`config.mk`:
```
export PLATFORM = sky130hd
export DESIGN_NAME = npc_inst_sequencer
export DESIGN_NICKNAME = d
export VERILOG_FILES = /design/src/rtl/npc_ctrl_pkg.sv /design/src/rtl/npc_pc_next.sv /design/src/rtl/npc_inst_sequencer.sv
export SDC_FILE = /design/constraint.sdc
export NUM_CORES = 1
export LEC_CHECK = 0
export CAP_MARGIN = 20
export CORE_MARGIN = 5
export CORE_UTILIZATION = 35
export CTS_CLUSTER_SIZE = 14
export DETAILED_ROUTE_END_ITERATION = 10
export GPL_TIMING_DRIVEN = 0
export PLACE_DENSITY = 0.7
export SYNTH_ARGS = -nofsm -noshare
export SYNTH_HDL_FRONTEND = slang
export SYNTH_SLANG_ARGS = --single-unit
```
`constraint.sdc`:
```
create_clock -name clk -period 6.4 [get_ports clk]
set_clock_uncertainty 0.2 [all_clocks]
set_input_delay 1.6 -clock clk [delete_from_list [all_inputs] [get_ports clk]]
set_output_delay 1.6 -clock clk [all_outputs]
set_load 0.01 [all_outputs]
```
`src/rtl/npc_ctrl_pkg.sv`:
```
// rtl/npc_ctrl_pkg.sv - shared control types for the NPC sequencer and decoder
package npc_ctrl_pkg;

  typedef enum logic [2:0] {
    ST_FETCH,
    ST_DECODE,
    ST_EXEC,
    ST_MEM,
    ST_WB,
    ST_HALT,
    ST_TRAP
  } seq_state_e;

  localparam int MICRO_W      = 14;
  localparam int MC_REGEN     = 13;
  localparam int MC_PCJEN     = 12;
  localparam int MC_PCREN     = 11;
  localparam int MC_MWEN_HI   = 10;
  localparam int MC_MWEN_LO   = 9;
  localparam int MC_MREN_HI   = 8;
  localparam int MC_MREN_LO   = 7;
  localparam int MC_ALUOP_HI  = 6;
  localparam int MC_ALUOP_LO  = 4;
  localparam int MC_UNSIGN    = 3;
  localparam int MC_IMM_HI    = 2;
  localparam int MC_IMM_LO    = 0;

  localparam logic [1:0] MEM_NONE = 2'b00;
  localparam logic [1:0] MEM_B    = 2'b01;
  localparam logic [1:0] MEM_H    = 2'b10;
  localparam logic [1:0] MEM_W    = 2'b11;

  localparam logic [2:0] IMM_NONE = 3'b000;
  localparam logic [2:0] IMM_I    = 3'b001;
  localparam logic [2:0] IMM_S    = 3'b010;
  localparam logic [2:0] IMM_SB   = 3'b011;
  localparam logic [2:0] IMM_U    = 3'b100;
  localparam logic [2:0] IMM_UJ   = 3'b101;

  typedef struct packed {
    logic       regen;
    logic       pcjen;
    logic       pcren;
    logic [1:0] mwen;
    logic [1:0] mren;
    logic [2:0] aluop;
    logic       unsign;
    logic [2:0] imm_type;
  } micro_cmd_t;

  function automatic logic [1:0] mem_size(input micro_cmd_t mc);
    return (mc.mwen != MEM_NONE) ? mc.mwen : mc.mren;
  endfunction

endpackage

```
`src/rtl/npc_pc_next.sv`:
```
// rtl/npc_pc_next.sv - combinational next-PC select with misalignment flag
module npc_pc_next
  import npc_ctrl_pkg::*;
#(
  parameter int XLEN = 32
) (
  input  logic [XLEN-1:0] pc,
  input  logic [XLEN-1:0] jump_target,
  input  logic            br_cond,
  input  logic            pcjen,
  input  logic [2:0]      imm_type,
  output logic [XLEN-1:0] pc_next,
  output logic            misaligned
);

  logic [XLEN-1:0] pc_plus4;

  assign pc_plus4 = pc + XLEN'(4);

  always_comb begin
    pc_next = pc_plus4;
    if (pcjen) begin
      if (imm_type == IMM_SB) begin
        pc_next = br_cond ? jump_target : pc_plus4;
      end else begin
        // JALR semantics: bit 0 of the computed target is always dropped
        pc_next = {jump_target[XLEN-1:1], 1'b0};
      end
    end
  end

  assign misaligned = (pc_next[1:0] != 2'b00);

endmodule

```
`src/rtl/npc_inst_sequencer.sv`:
```
// rtl/npc_inst_sequencer.sv - multi-cycle fetch/decode/exec/mem/wb control FSM
// Optional perf counters enabled by defining NPC_SEQ_PERF_EN.
module npc_inst_sequencer
  import npc_ctrl_pkg::*;
#(
  parameter int              XLEN      = 32,
  parameter logic [XLEN-1:0] RESET_PC  = 32'h8000_0000,
  parameter int              MICRO_LEN = 14
) (
  input  logic                 clk,
  input  logic                 rst_n,
  output logic                 imem_req,
  output logic [XLEN-1:0]      imem_addr,
  input  logic                 imem_rvalid,
  input  logic [31:0]          imem_rdata,
  output logic [31:0]          inst,
  input  logic [MICRO_LEN-1:0] micro_cmd,
  input  logic                 dec_hit,
  input  logic                 br_cond,
  input  logic [XLEN-1:0]      jump_target,
  output logic                 dmem_req,
  output logic                 dmem_we,
  output logic [1:0]           dmem_size,
  input  logic                 dmem_ack,
  output logic                 rf_wen,
  output logic [XLEN-1:0]      pc,
  output logic                 retire,
  output logic                 halted,
  output logic                 illegal
`ifdef NPC_SEQ_PERF_EN
  ,
  output logic [63:0]          perf_cycle,
  output logic [63:0]          perf_instret
`endif
);

  seq_state_e      state_q, state_d;
  logic [XLEN-1:0] pc_q, pc_d;
  logic [31:0]     inst_q, inst_d;
  logic            imem_req_q, imem_req_d;
  logic            dmem_req_q, dmem_req_d;
  logic            dmem_we_q, dmem_we_d;
  logic [1:0]      dmem_size_q, dmem_size_d;
  logic            rf_wen_q, rf_wen_d;
  logic            retire_q, retire_d;
  logic            halted_q, halted_d;
  logic            illegal_q, illegal_d;

  micro_cmd_t      mc;
  logic            mem_rd, mem_wr;
  logic [XLEN-1:0] pc_next;
  logic            pc_misaligned;
  logic            fetch_ok;
  logic            unused_mc;

  assign mc        = micro_cmd_t'(micro_cmd);
  assign mem_rd    = (mc.mren != MEM_NONE);
  assign mem_wr    = (mc.mwen != MEM_NONE);
  assign unused_mc = ^{mc.pcren, mc.aluop, mc.unsign};

  npc_pc_next #(.XLEN(XLEN)) u_pc_next (
    .pc          (pc_q),
    .jump_target (jump_target),
    .br_cond     (br_cond),
    .pcjen       (mc.pcjen),
    .imm_type    (mc.imm_type),
    .pc_next     (pc_next),
    .misaligned  (pc_misaligned)
  );

  always_comb begin
    state_d = state_q;
    pc_d    = pc_q;
    inst_d  = inst_q;
    case (state_q)
      ST_FETCH: begin
        if (pc_q[1:0] != 2'b00) begin
          state_d = ST_TRAP;
        end else if (imem_req_q && imem_rvalid) begin
          inst_d  = imem_rdata;
          state_d = ST_DECODE;
        end
      end
      ST_DECODE: begin
        if (!dec_hit)                state_d = ST_TRAP;
        else if (micro_cmd == '0)    state_d = ST_HALT;
        else if (mem_rd && mem_wr)   state_d = ST_TRAP;
        else                         state_d = ST_EXEC;
      end
      ST_EXEC:  state_d = (mem_rd || mem_wr) ? ST_MEM : ST_WB;
      ST_MEM:   if (dmem_ack) state_d = ST_WB;
      ST_WB: begin
        pc_d    = pc_next;
        state_d = ST_FETCH;
      end
      ST_HALT:  state_d = ST_HALT;
      ST_TRAP:  state_d = ST_TRAP;
      default:  state_d = ST_TRAP;
    endcase
  end

  // Outputs are registered from the next state, so the first cycle after reset
  // sits in FETCH with the request still low; the request rises one cycle later.
  always_comb begin
    fetch_ok    = (state_q == ST_WB) ? !pc_misaligned : (pc_q[1:0] == 2'b00);
    imem_req_d  = (state_d == ST_FETCH) && fetch_ok;
    dmem_req_d  = (state_d == ST_MEM);
    dmem_we_d   = (state_d == ST_MEM) && mem_wr;
    dmem_size_d = (state_d == ST_MEM) ? mem_size(mc) : 2'b00;
    rf_wen_d    = (state_d == ST_WB) && mc.regen;
    retire_d    = (state_d == ST_WB);
    halted_d    = (state_d == ST_HALT);
    illegal_d   = (state_d == ST_TRAP);
  end

  always_ff @(posedge clk or negedge rst_n) begin
    if (!rst_n) begin
      state_q     <= ST_FETCH;
      pc_q        <= RESET_PC;
      inst_q      <= '0;
      imem_req_q  <= 1'b0;
      dmem_req_q  <= 1'b0;
      dmem_we_q   <= 1'b0;
      dmem_size_q <= 2'b00;
      rf_wen_q    <= 1'b0;
      retire_q    <= 1'b0;
      halted_q    <= 1'b0;
      illegal_q   <= 1'b0;
    end else begin
      state_q     <= state_d;
      pc_q        <= pc_d;
      inst_q      <= inst_d;
      imem_req_q  <= imem_req_d;
      dmem_req_q  <= dmem_req_d;
      dmem_we_q   <= dmem_we_d;
      dmem_size_q <= dmem_size_d;
      rf_wen_q    <= rf_wen_d;
      retire_q    <= retire_d;
      halted_q    <= halted_d;
      illegal_q   <= illegal_d;
    end
  end

  assign imem_req  = imem_req_q;
  assign imem_addr = pc_q;
  assign inst      = inst_q;
  assign dmem_req  = dmem_req_q;
  assign dmem_we   = dmem_we_q;
  assign dmem_size = dmem_size_q;
  assign rf_wen    = rf_wen_q;
  assign pc        = pc_q;
  assign retire    = retire_q;
  assign halted    = halted_q;
  assign illegal   = illegal_q;

`ifdef NPC_SEQ_PERF_EN
  logic [63:0] perf_cycle_q, perf_cycle_d;
  logic [63:0] perf_instret_q, perf_instret_d;

  always_comb begin
    perf_cycle_d   = perf_cycle_q;
    perf_instret_d = perf_instret_q;
    if (state_q != ST_HALT && state_q != ST_TRAP) perf_cycle_d = perf_cycle_q + 64'd1;
    if (retire_q) perf_instret_d = perf_instret_q + 64'd1;
  end

  always_ff @(posedge clk or negedge rst_n) begin
    if (!rst_n) begin
      perf_cycle_q   <= '0;
      perf_instret_q <= '0;
    end else begin
      perf_cycle_q   <= perf_cycle_d;
      perf_instret_q <= perf_instret_d;
    end
  end

  assign perf_cycle   = perf_cycle_q;
  assign perf_instret = perf_instret_q;
`endif

endmodule

```
# Word level (Yosys, flattened, before mapping)
# Cells that the tools add are included.
# W data, S select, Z words.
# totals
regBits	76
in_bits	84
out_inout_bits	105
word_cells	53
# classes
n_addsub	1
bitwise_logic	1
mux	14
n_eq_ne	10
reduce_logical	16
# ops
operator	count
$mux W32	3
$add A32 B3 Y32 const B	1
$mux W3	7
$pmux W3 S6	1
$eq A3 B3 Y1 const B	5
$logic_not A14 Y1	1
$eq A3 B2 Y1 const B	4
$reduce_bool A2 Y1	4
$logic_not A3 Y1	2
$logic_and A1 B1 Y1	5
$mux W2	2
$eq A3 B1 Y1 const B	1
$reduce_and A3 Y1	1
$logic_not A2 Y1	1
$logic_not A1 Y1	1
$logic_or A1 B1 Y1	1
$mux W1	1
$not A1 Y1	1

# Logic depth before layout (Yosys ltp)
# depth
word_depth	8
mapped_depth	7

# Modules after synthesis
# Synthesis repeated with hierarchy kept, for this count alone.
# unflattened
cells_unflattened	393
area_unflattened_um2	4235.3
# modules_own_cells
module	cells_each	area_each_um2	n_inst
npc_inst_sequencer	230	3260.6	1
npc_pc_next	163	974.7	1

# Worst setup path before layout
# No wires, ideal clock.
# synth_path
path_type	input to register
from	in br_cond
to	reg pc_q[25], in the netlist imem_addr[25]
arrival_time_ns	2.888
slack_ns	3.175
setup_time_ns	0.137
cell_stages	6
required_ns	6.063
cell_sequence	nand4bb_4 -> and2_1 -> buf_2 -> or4_4 -> o22ai_1 -> a21oi_1
# synth_via
elab_chain_cells	3
# synth_lines
element	line	source
from (decl)	npc_inst_sequencer.sv:19	input logic br_cond,
$mux W32	npc_pc_next.sv:24	pc_next = br_cond ? jump_target : pc_plus4;
$mux W32	npc_pc_next.sv:23	if (imm_type == IMM_SB) begin
$mux W32	npc_pc_next.sv:22	if (pcjen) begin
to (signal assigned)	npc_inst_sequencer.sv:131	pc_q <= pc_d;
to (decl)	npc_inst_sequencer.sv:38	logic [XLEN-1:0] pc_q, pc_d;
# Every way passes these cells.
# A chain may end at the register's enable or synchronous reset.

# Final worst setup path
# layout_path
from	in micro_cmd[0]
to	reg pc_q[22], in the netlist imem_addr[22]
# layout_via
elab_chain_cells	3
# layout_lines
element	line	source
from (decl)	npc_inst_sequencer.sv:17	input logic [MICRO_LEN-1:0] micro_cmd,
$eq A3 B2 Y1	npc_pc_next.sv:23	
$mux W32	npc_pc_next.sv:23	
$mux W32	npc_pc_next.sv:22	
# Every way passes these cells.

==> metrics.cfg <==
[outcome]
status = finished, final reports clean

[power]
comb_power_share_pct = 50.2
cellPowerDensity_mw_per_mm2 = 454
p_leak_uw = 0.00267
internal-power_uw = 1890
switching_share_pct = 35.8
peakVddDrop_v = 0.000222
p_switching_uw = 1060
seq_power_share_pct = 31.3
pwr-share-clk_pct = 18.6

[clock_tree]
cts_inserted_buffers = 9
post_cts_buffers = 0
cts_tree = built
worstSkewPairLatency_ps = 320
postCtsHoldBufs = 0
cts-root-buf = clkbuf_16
cts.clk_slew.worst_paths_ps = 60
cts.sinks = 76
h-tree-depth = 3
clockBufferDepth = 2
ctsResizeCount = 0

[drt]
viasPerCell = 5.28
postRouteAntennaNets = 0
first_pass_iters = 4
drcViolationCount = 0
post_drt_wl_per_cell_um = 17.9
wirelength_um = 13400
vias = 3968
drt_iter0_markers = 235

[synthesis]
synth_common_cells = dfrtp_1 (75), a21oi_1 (42), buf_4 (32), mux2_2 (32), nor2_1 (28)
ys_async_sr_fraction_pct = 100
synth_top_flop_cell = dfrtp_1
synth_area_leaders = dfrtp_1 (46%), mux2_2 (8.8%), buf_4 (5.9%), a21oi_1 (5.1%), nor2_1 (2.6%)
ys_types = 63
synth_nets = 488
yosysMostFrequentCell = dfrtp_1
synth-seq-area-share_pct = 46.5
syn_area_mm2 = 0.00410
synth_top_area_share_pct = 45.8
synth_edf_count = 0
ys_ff_latch = 76
syn_inst = 403
synth-warning-count = 0
syn_avg_cell_area_um2 = 10.2
synth_largest_area_cell = dfrtp_1

[grt]
track_usage_pct = 18.6
grt_overflow = 0
grt.busiest_layer = met2
grt_use_met1_pct = 23.2
grtUsageMet3_pct = 5.21
grt_first_pass_wirelength_um = 21500
grt_start_max_net_pins = 43
antenna_found_initial = 0
grt_use_met2_pct = 31.3
grt_pass1_vias = 4217

[sta]
setup_violations = 0
fmax_mhz = 261
rsz0062_at_grt = no
tns_ps = 0
worstMarginPinSlew_ps = 747
fin_crit_ps = 3840
finalCritPeriodShare_pct = 60.0
slew_violations = 0
relSlewSlack_pct = 49.7
hold_viol_final = 0

[placement]
gp_congestion = 0.834
hpwl_um = 10200
io_buffers = 188

[floorplanning]
design.core.area_mm2 = 0.0115
die_y_um = 118
start_util_pct = 35.7
row_count = 39
io_pins = 189
die_w_um = 118
dieArea_mm2 = 0.0140

[critical_path]
path_max_fanout = 10
end_kind = flip-flop
worst_ep_arrival_time_ps = 3820
start_kind = input port
r2r_start = imem_addr[2]
r2r_end = imem_addr[18]
reg2reg_slack_ps = 3740
cp.required_ps = 6380
rr_worst_depth = 6
crit_type = in -> reg

[final_layout]
utilization_pct = 56.6
num-fill-cells = 1027
synthToLayoutAreaGrowth_pct = 58.5
insertedDiodeCount = 0
final_nets = 688
drive_above_1_share_pct = 18.1

[run]
cap_violations = 0

[hold_path]
whs_endpoint = inst[29]
hold_class = reg -> reg
min_from = inst[29]
hold_depth = 1

## worst max path at each step
| stage | from | endpoint |
|---|---|---|
| floorplan | br_cond | imem_addr[25] |
| global placement | rst_n | inst[16] |
| detailed placement | micro_cmd[0] | imem_addr[22] |
| CTS | micro_cmd[0] | imem_addr[22] |
| global route | micro_cmd[1] | imem_addr[14] |
| finish | micro_cmd[0] | imem_addr[22] |
## power by group through the flow
stage	Combinational, uW	Clock (uW)	Sequential, uW
4_1_cts	1490	555	923
5_1_grt	1590	576	954
3_5_place_dp	1480	0	929
6_report	1480	547	922
3_3_place_gp	1460	0	910
2_1_floorplan	622	0	967
## kinds of logic (layout without fill, tap and decap cells)
| family | after synthesis | count (layout) | share of synthesized area (%) |
|---|---|---|---|
| simple gates | 118 | 118 | 17.3 |
| compound gates | 109 | 109 | 17.6 |
| fa+ha+maj | 1 | 1 | 0.305 |
| flops | 76 | 76 | 46.5 |
| buf+inv | 65 | 270 | 9.07 |
| mux | 34 | 34 | 9.29 |
## registers in the layout, indices dropped and copies added, names as in the netlist
name       count
inst          32
dmem_size      2
state_q        3
halted         1
dmem_req       1
illegal        1
dmem_we        1
imem_req       1
retire         1
rf_wen         1
imem_addr     32
## cell type report
type                       instances  area [um2]  area share (%)
clock buffer                      10         229            3.53
inverter                          11        41.3           0.636
clock inverter                     6        88.8            1.37
buffer                            54         330            5.09
sequential                        76        1900            29.3
tap                              143         179            2.76
timing repair buffer             189        1900            29.3
multi-input combinational        262        1820            28.0
## per-layer routing
metal | share of wire (%) | wire [um]
met5 | 0 | 0
met1 | 40 | 5400
met4 | 1.8 | 247
met3 | 8.9 | 1190
met2 | 49 | 6580
## metrics by stage
stage               std cells  hold WS (ps)  setup WS, ps  power [uW]  instance area, um2
floorplan                 403           333          3180        1590                4100
global placement          734           288           776        2370                6160
detailed placement        735           293          2280        2410                6170
CTS                       751           308          2600        2970                6490
global route              751           329          2440        3120                6490
finish                    751           304          2560        2950                6490
## cell usage in the layout, fill, tap and decap left out, drive strengths merged, types with 3 or more instances in the layout
cell type and count:
clkdlybuf4s50 187, dfrtp 75, a21oi 42, buf 42, mux2 32, nor2 28, nand2 26, clkbuf 24
nand3 16, o21ai 12, inv 11, nor3 10, o22ai 10, nand4 9, o22a 7, a31oi 6
nor4 6, o31ai 5, and2 4, o41ai 4, or2 4, a31o 3, and4 3, or4 3
## critical path, cell delays in order
cell,delay (ps)
clkdlybuf4s50_1,550
nand4bb_4,140
nand2_1,110
clkbuf_1,460
clkbuf_1,510
o21ai_0,210
a21oi_1,180
a21oi_1,50
No activity file was read; power rests on OpenSTA's default activity.
